[src/rtl/pkt_ff_wctrl.sv]
// Write-side controller for the async packet FIFO: RAM write strobe/address,
// committed gray pointer for the reader, full/fill, drop and commit statistics.
module pkt_ff_wctrl #(
  parameter int PTR_W        = 8,
  parameter bit DROP_ON_FULL = 1'b1,
  parameter int CNT_W        = 16
) (
  input  logic             clk,
  input  logic             rst_n,
  input  logic             valid,
  input  logic             sop,
  input  logic             eop,
  input  logic             error,
  output logic             ready,
  input  logic [PTR_W:0]   rptr_gry_sync,
  output logic             wr_en,
  output logic [PTR_W-1:0] waddr,
  output logic [PTR_W:0]   wptr_gry,
  output logic             full,
  output logic [PTR_W:0]   fill,
  output logic [CNT_W-1:0] drop_cnt,
  output logic [CNT_W-1:0] pkt_cnt
);

  // state   | meaning
  // IDLE    | between packets, waiting for sop
  // PKT     | writing a packet that is not yet committed
  // DROP    | discarding the rest of a rejected packet until eop
  localparam logic [1:0] ST_IDLE = 2'd0;
  localparam logic [1:0] ST_PKT  = 2'd1;
  localparam logic [1:0] ST_DROP = 2'd2;

  logic [1:0]     state, state_nxt;
  logic [PTR_W:0] wr_ptr, commit_ptr, rptr_bin, wr_base, wr_next;
  logic           taken, bad;
  logic           do_write, do_commit, do_rewind, restart;

  always_comb begin
    rptr_bin = '0;
    for (int i = 0; i <= PTR_W; i++) rptr_bin[i] = ^(rptr_gry_sync >> i);
  end

  assign fill  = wr_ptr - rptr_bin;
  assign full  = (fill == {1'b1, {PTR_W{1'b0}}});
  assign ready = DROP_ON_FULL ? 1'b1 : ~full;
  assign taken = valid & ready;
  assign bad   = error | full;

  always_comb begin
    state_nxt = state;
    do_write  = 1'b0;
    do_commit = 1'b0;
    do_rewind = 1'b0;
    restart   = 1'b0;
    if (taken) begin
      case (state)
        ST_IDLE, ST_DROP: begin
          if (sop) begin
            if (bad) begin
              do_rewind = 1'b1;
              state_nxt = eop ? ST_IDLE : ST_DROP;
            end else begin
              do_write  = 1'b1;
              do_commit = eop;
              state_nxt = eop ? ST_IDLE : ST_PKT;
            end
          end else if (state == ST_DROP && eop) begin
            state_nxt = ST_IDLE;
          end
        end
        ST_PKT: begin
          // A sop mid-packet abandons the open packet and restarts at commit_ptr.
          if (sop) begin
            restart   = 1'b1;
            do_rewind = 1'b1;
          end
          if (bad) begin
            do_rewind = 1'b1;
            state_nxt = eop ? ST_IDLE : ST_DROP;
          end else begin
            do_write  = 1'b1;
            do_commit = eop;
            state_nxt = eop ? ST_IDLE : ST_PKT;
          end
        end
        default: state_nxt = ST_IDLE;
      endcase
    end
  end

  assign wr_base = restart ? commit_ptr : wr_ptr;
  assign wr_next = wr_base + (PTR_W+1)'(1);
  assign wr_en   = do_write;
  assign waddr   = wr_base[PTR_W-1:0];

  always_ff @(posedge clk or negedge rst_n) begin
    if (!rst_n) begin
      state      <= ST_IDLE;
      wr_ptr     <= '0;
      commit_ptr <= '0;
      wptr_gry   <= '0;
      drop_cnt   <= '0;
      pkt_cnt    <= '0;
    end else begin
      state <= state_nxt;
      if (do_write) wr_ptr <= wr_next;
      else if (do_rewind) wr_ptr <= commit_ptr;
      if (do_commit) begin
        commit_ptr <= wr_next;
        wptr_gry   <= wr_next ^ (wr_next >> 1);
        if (!(&pkt_cnt)) pkt_cnt <= pkt_cnt + CNT_W'(1);
      end
      if (do_rewind && !(&drop_cnt)) drop_cnt <= drop_cnt + CNT_W'(1);
    end
  end

endmodule

[config.mk]
export PLATFORM = sky130hd
export DESIGN_NAME = pkt_ff_wctrl
export DESIGN_NICKNAME = d
export VERILOG_FILES = /design/src/rtl/pkt_ff_wctrl.sv
export SDC_FILE = /design/constraint.sdc
export NUM_CORES = 1
export LEC_CHECK = 0
export ABC_AREA = 1
export CORE_ASPECT_RATIO = 1.25
export CORE_MARGIN = 2
export CORE_UTILIZATION = 40
export DETAILED_ROUTE_END_ITERATION = 16
export GPL_TIMING_DRIVEN = 0
export PLACE_DENSITY = 0.72
export SYNTH_ARGS = -nofsm -noshare
export SYNTH_HDL_FRONTEND = slang
export SYNTH_SLANG_ARGS = --single-unit
[constraint.sdc]
create_clock -name clk -period 12.9 [get_ports clk]
set_input_delay 2.58 -clock clk [delete_from_list [all_inputs] [get_ports clk]]
set_output_delay 2.58 -clock clk [all_outputs]
set_load 0.05 [all_outputs]
==> Word level (Yosys, flattened, before mapping) <==
Cells that the tools add are included.
{ "word_totals": {"input_bits": 15, "mem_bits_rw": 0, "latchBits": 0, "out_inout_bits": 61, "register_bits": 61, "romBits": 0, "word_cells": 61, "n_memories": 0} }
{ "op_classes": {"muxes": 25, "bitwise": 3, "reduce_logical": 19, "n_eq_ne": 4, "n_div": 0, "order_cmp": 0, "addsub": 4, "shifts": 0, "mul": 0} }
{ "op_table": {"columns": ["cell", "n"], "rows": [
  ["$reduce_xor 9->1", 9],
  ["$add 16x1->16 const B", 2],
  ["$reduce_and 16->1", 2],
  ["$mux 9", 3],
  ["$mux 1", 14],
  ["$add 9x1->9 const B", 1],
  ["$eq 9x9->1 const B", 1],
  ["$sub 9x9->9", 1],
  ["$xor 9x8->9", 1],
  ["$mux 2", 4],
  ["$pmux 1 s2", 3],
  ["$pmux 2 s2", 1],
  ["$reduce_and 2->1", 2],
  ["$ne 3x3->1 const B", 1],
  ["$eq 2x1->1 const B", 1],
  ["$eq 2x2->1 const B", 1],
  ["$logic_and 1x1->1", 2],
  ["$logic_not 2->1", 1],
  ["$reduce_bool 2->1", 1],
  ["$reduce_or 2->1", 1],
  ["$logic_not 1->1", 1],
  ["$not 1->1", 1],
  ["$or 1x1->1", 1]
]} }

==> Longest topological paths before layout <==
{ "logic_depth": {"word_depth": 10, "mapped_depth": 24, "depth_no_buf": 24} }

==> Worst setup path after synthesis <==
Ideal clock, no wire load.
{ "synth_path": {"path_type": "input -> output", "from": "input rptr_gry_sync[7]", "to": "output wr_en", "t_required_ns": 10.320, "cell_stages": 20, "n_path_buf": 0, "setup_slack_ns": 4.551, "t_arrival_ns": 5.769, "path_cell_list": "inv_1 -> nand2_1 -> nand2_1 -> xor2_1 -> xor2_1 -> xnor2_1 -> xor2_1 -> ha_1 -> inv_1 -> fa_1 -> inv_1 -> nand2_1 -> nor2_1 -> nand3_1 -> nor2_1 -> nand3_1 -> nor2_1 -> nand2_2 -> nand3_4 -> inv_1"} }
{ "synth_via": {"elab_chain_cells": 8, "elab_cells_between_ends": 15, "classes_between": "add/sub (1); eq/ne (1); mux (4); bitwise (1); reduce/logical (8)"} }
{ "synth_lines": {"columns": ["item", "line", "source"], "rows": [
  ["start, declared", "15", "input logic [PTR_W:0] rptr_gry_sync,"],
  ["$reduce_xor 9->1", "40", "for (int i = 0; i <= PTR_W; i++) rptr_bin[i] = ^(rptr_gry_sync >> i);"],
  ["$sub 9x9->9 *", "43", "assign fill = wr_ptr - rptr_bin;"],
  ["named net fill[1]", "20", "output logic [PTR_W:0] fill,"],
  ["$eq 9x9->1 *", "44", "assign full = (fill == {1'b1, {PTR_W{1'b0}}});"],
  ["$or 1x1->1 *", "47", "assign bad = error | full;"],
  ["$mux 1 *", "59, 77", null],
  ["$mux 1", "58", "if (sop) begin"],
  ["$pmux 1 s2 *", "56", "case (state)"],
  ["$mux 1 *", "55", "if (taken) begin"],
  ["end, declared", "16", "output logic wr_en,"]
]} }
The timed path passes the listed nets; every way through them passes the cells marked *.

==> Worst setup path after layout <==
{ "layout_path": {"from": "input rptr_gry_sync[8]", "to": "output wr_en"} }
{ "layout_via": {"elab_chain_cells": 8, "elab_cells_between_ends": 16, "classes_between": "add/sub (1); eq/ne (1); mux (4); bitwise (1); reduce/logical (9)"} }
{ "layout_lines": {"columns": ["item", "line"], "rows": [
  ["$reduce_xor 9->1", "40"],
  ["$sub 9x9->9 *", "43"],
  ["$eq 9x9->1 *", "44"],
  ["$or 1x1->1 *", "47"],
  ["$mux 1 *", "59, 77"],
  ["$mux 1", "58"],
  ["$pmux 1 s2 *", "56"],
  ["$mux 1 *", "55"]
]} }
Mark *: on every way between the ends. The rest lies on a longest branch, timed or not.

==> run metrics <==
status finished clean; mux cell area share after synthesis 0%; WHS 0.4778 ns; Clock Root Buffer clkbuf_16; CTS clk-pin slew, worst paths 0.05 ns; XOR/XNOR Fraction of Synth Area 7.679%; final net count 740; max-cap violations 0; worst-skew pair later-pin latency 0.33 ns; yosys warns 0; Final Hold Vio Count 0; I/O pin total 76; vias in the first global route 4144; largest family of logic cells by synthesized area simple AND/OR/NAND/NOR gates; H-Tree Depth 3; post-layout min period 9.585 ns; commonest non-fill, non-tap cell in the layout nand2_1; postcts setup bufs 0; Critical Path End Type primary output; setup_tns 0 ns; cell area after synthesis 0.004334 sq mm; WL/cell 13.36 um; Synth Area in Compound Gates 5.831%; instance area at placement 0.005255 sq mm; Post-Route WL 11.34 mm; Max Fclk 104.3 MHz; CP Data Arrival Time 7.00 ns; layout cells sized above 1 8.508%; PnR Total Power 1.059 mW; vias per cell 5.000; Die Area 0.01169 sq mm; hold buffer count at CTS 0; Mapped Avg Cell Area 6.902 sq um; Hold Path Class register to register; final worst-path cycle share 74.30%; detailed placement HPWL 8.516 mm; first-pass GRT wire length 19.29 mm; register area share after synthesis 34.64%; DRC 0; kind of critical path input port to primary output; Core Rows 42; ant diodes 0; global placer's final weighted congestion 0.9150; count of final max-slew check failures 0; input/output buffers 74; Seq cells post-synth 60; Die Span Y 120.4 um; power density cells 192.1 mW/mm^2; Post-Synthesis Cells 628; GRT overflow 0; Routed Antenna Nets 0; Fill cells 1016; GRT Total Usage 19.97%; DIE WIDTH 97.11 um; peak supply drop 173.2 uV; post-synthesis adder-cell area fraction 3.349%; DRT Pass-1 Iters 5; worst relative slew slack 44.29%; CTS buffer count 9; unrepaired setup endpoints after global routing false; DP Cell Count 835; Initial Util 41.03%; 1st-iter DRT viols 226; CORE AREA 0.01056 sq mm; cts repair resizes 0; Area growth syn-to-layout 27.19%; Critical Path RT 10.32 ns; Synth cell types 38; syn nets 654; largest net degree at the start of global routing 35; post-route insts no fill 849; critical-path maximum fanout 7; vias post-DR 4245; design area 0.005513 sq mm; Worst-Margin Slew 0.8357 ns; clk_skew 0.006580 ns; clk buf depth 2; Leak 2.819 nW; Final setup viols 0; startpoint types input port; clock sinks 60; most frequent cells in the layout nand2_1 (218), inv_1 (81), clkdlybuf4s50_1 (73), nand3_1 (72), dfrtp_1 (60); CTS tree done; Post-Synth Simple-Gate Area 38.28%; initial antenna violation count 0
-- registers in the layout, indices dropped and copies added, names as in the netlist --
name,flops
wr_ptr,9
state,2
drop_cnt,16
pkt_cnt,16
wptr_gry,9
commit_ptr,8
-- through the flow --
step | utilization (%) | worst slack [ns]
3_3_place_gp | 49.61 | 3.369
5_1_grt | 52.19 | 2.885
2_1_floorplan | - | 4.551
3_5_place_dp | 49.75 | 3.335
6_report | 52.19 | 3.315
4_1_cts | 52.19 | 3.317
-- final cells by class --
class	instances	area, sq um	area share, %
Buffer	14	112.6	2.043
Multi-Input combinational cell	467	2394	43.42
Clock buffer	11	242.7	4.403
Clock inverter	3	15.01	0.2724
Inverter	87	326.6	5.924
Tap cell	132	165.2	2.996
Timing Repair Buffer	75	755.7	13.71
Sequential cell	60	1501	27.24
-- power breakdown --
| group | switching (mW) | internal (mW) | total [mW] |
|---|---|---|---|
| combinational | 0.398 | 0.187 | 0.586 |
| sequential | 0.0326 | 0.228 | 0.260 |
| clock | 0.0815 | 0.132 | 0.213 |
-- worst paths after layout --
path                                               from                      end  slack [ns]  cells past startpoint
worst max-delay path                   rptr_gry_sync[8]                    wr_en        3.32                     20
worst min-delay path            wptr_gry[3]$_DFFE_PN0P_  wptr_gry[3]$_DFFE_PN0P_        0.48                      2
worst max register to register    wr_ptr[0]$_DFFE_PN0P_  drop_cnt[9]$_DFFE_PN0P_       10.24                     16
worst min register to register  wptr_gry[3]$_DFFE_PN0P_  wptr_gry[3]$_DFFE_PN0P_        0.48                      2
max in group asynchronous                         rst_n   pkt_cnt[4]$_DFFE_PN0P_        9.90                      2
min in group asynchronous                         rst_n  drop_cnt[8]$_DFFE_PN0P_        2.36                      1
-- worst max-delay path: stages --
cell and delay, ns:
clkdlybuf4s50_1 0.53, nand2_1 0.09, nand2_1 0.11, xor2_1 0.27, xor2_1 0.15, xnor2_1 0.55
xor2_1 0.21, ha_1 0.16, inv_1 0.07, fa_1 0.43, nand2_1 0.12, nand3_1 0.11
nand3_2 0.11, nand2_1 0.07, nand2_1 0.06, nand2_1 0.07, nand2_2 0.19, nand3_4 0.14
inv_1 0.15, clkdlybuf4s50_1 0.83
-- cells in the mapped netlist (all sizes together) --
cell type / instances / area (sq um)
nand3b: 2 / 15.01
a211oi: 1 / 20.02
nand4: 10 / 68.81
a21oi: 8 / 43.79
o21ai: 27 / 157.7
clkbuf: 2 / 7.510
or2: 2 / 12.51
o31ai: 1 / 7.510
nand2: 228 / 895.8
conb: 1 / 3.750
o41ai: 1 / 8.760
ha: 10 / 125.1
fa: 1 / 20.02
nor3b: 1 / 7.510
buf: 12 / 105.1
nor4: 1 / 6.260
xor2: 23 / 201.4
nor2: 52 / 225.2
inv: 87 / 326.6
nand3: 74 / 387.9
xnor2: 15 / 131.4
o21a: 1 / 15.01
dfrtp: 60 / 1501
nor3: 8 / 40.04
-- kinds of logic after synthesis --
family                   count (synthesis)
AO/OA/AOI/OAI                           39
flip-flops                              60
buffers and inverters                  101
XOR/XNOR                                38
AND/OR/NAND/NOR                        378
adder cells (fa/ha/maj)                 11
other                                    1
-- routing by layer --
metal	global-route usage [%]	routed length, um	up-vias	part of all wire [%]
met1	23.97	4889	1960	43
met5	0	0	-	0
met3	5.087	655	14	5.8
met2	35.29	5607	131	49
li1	-	-	2140	-
met4	5.898	191	0	1.7
Note: power is estimated with default switching activity, not from simulation.
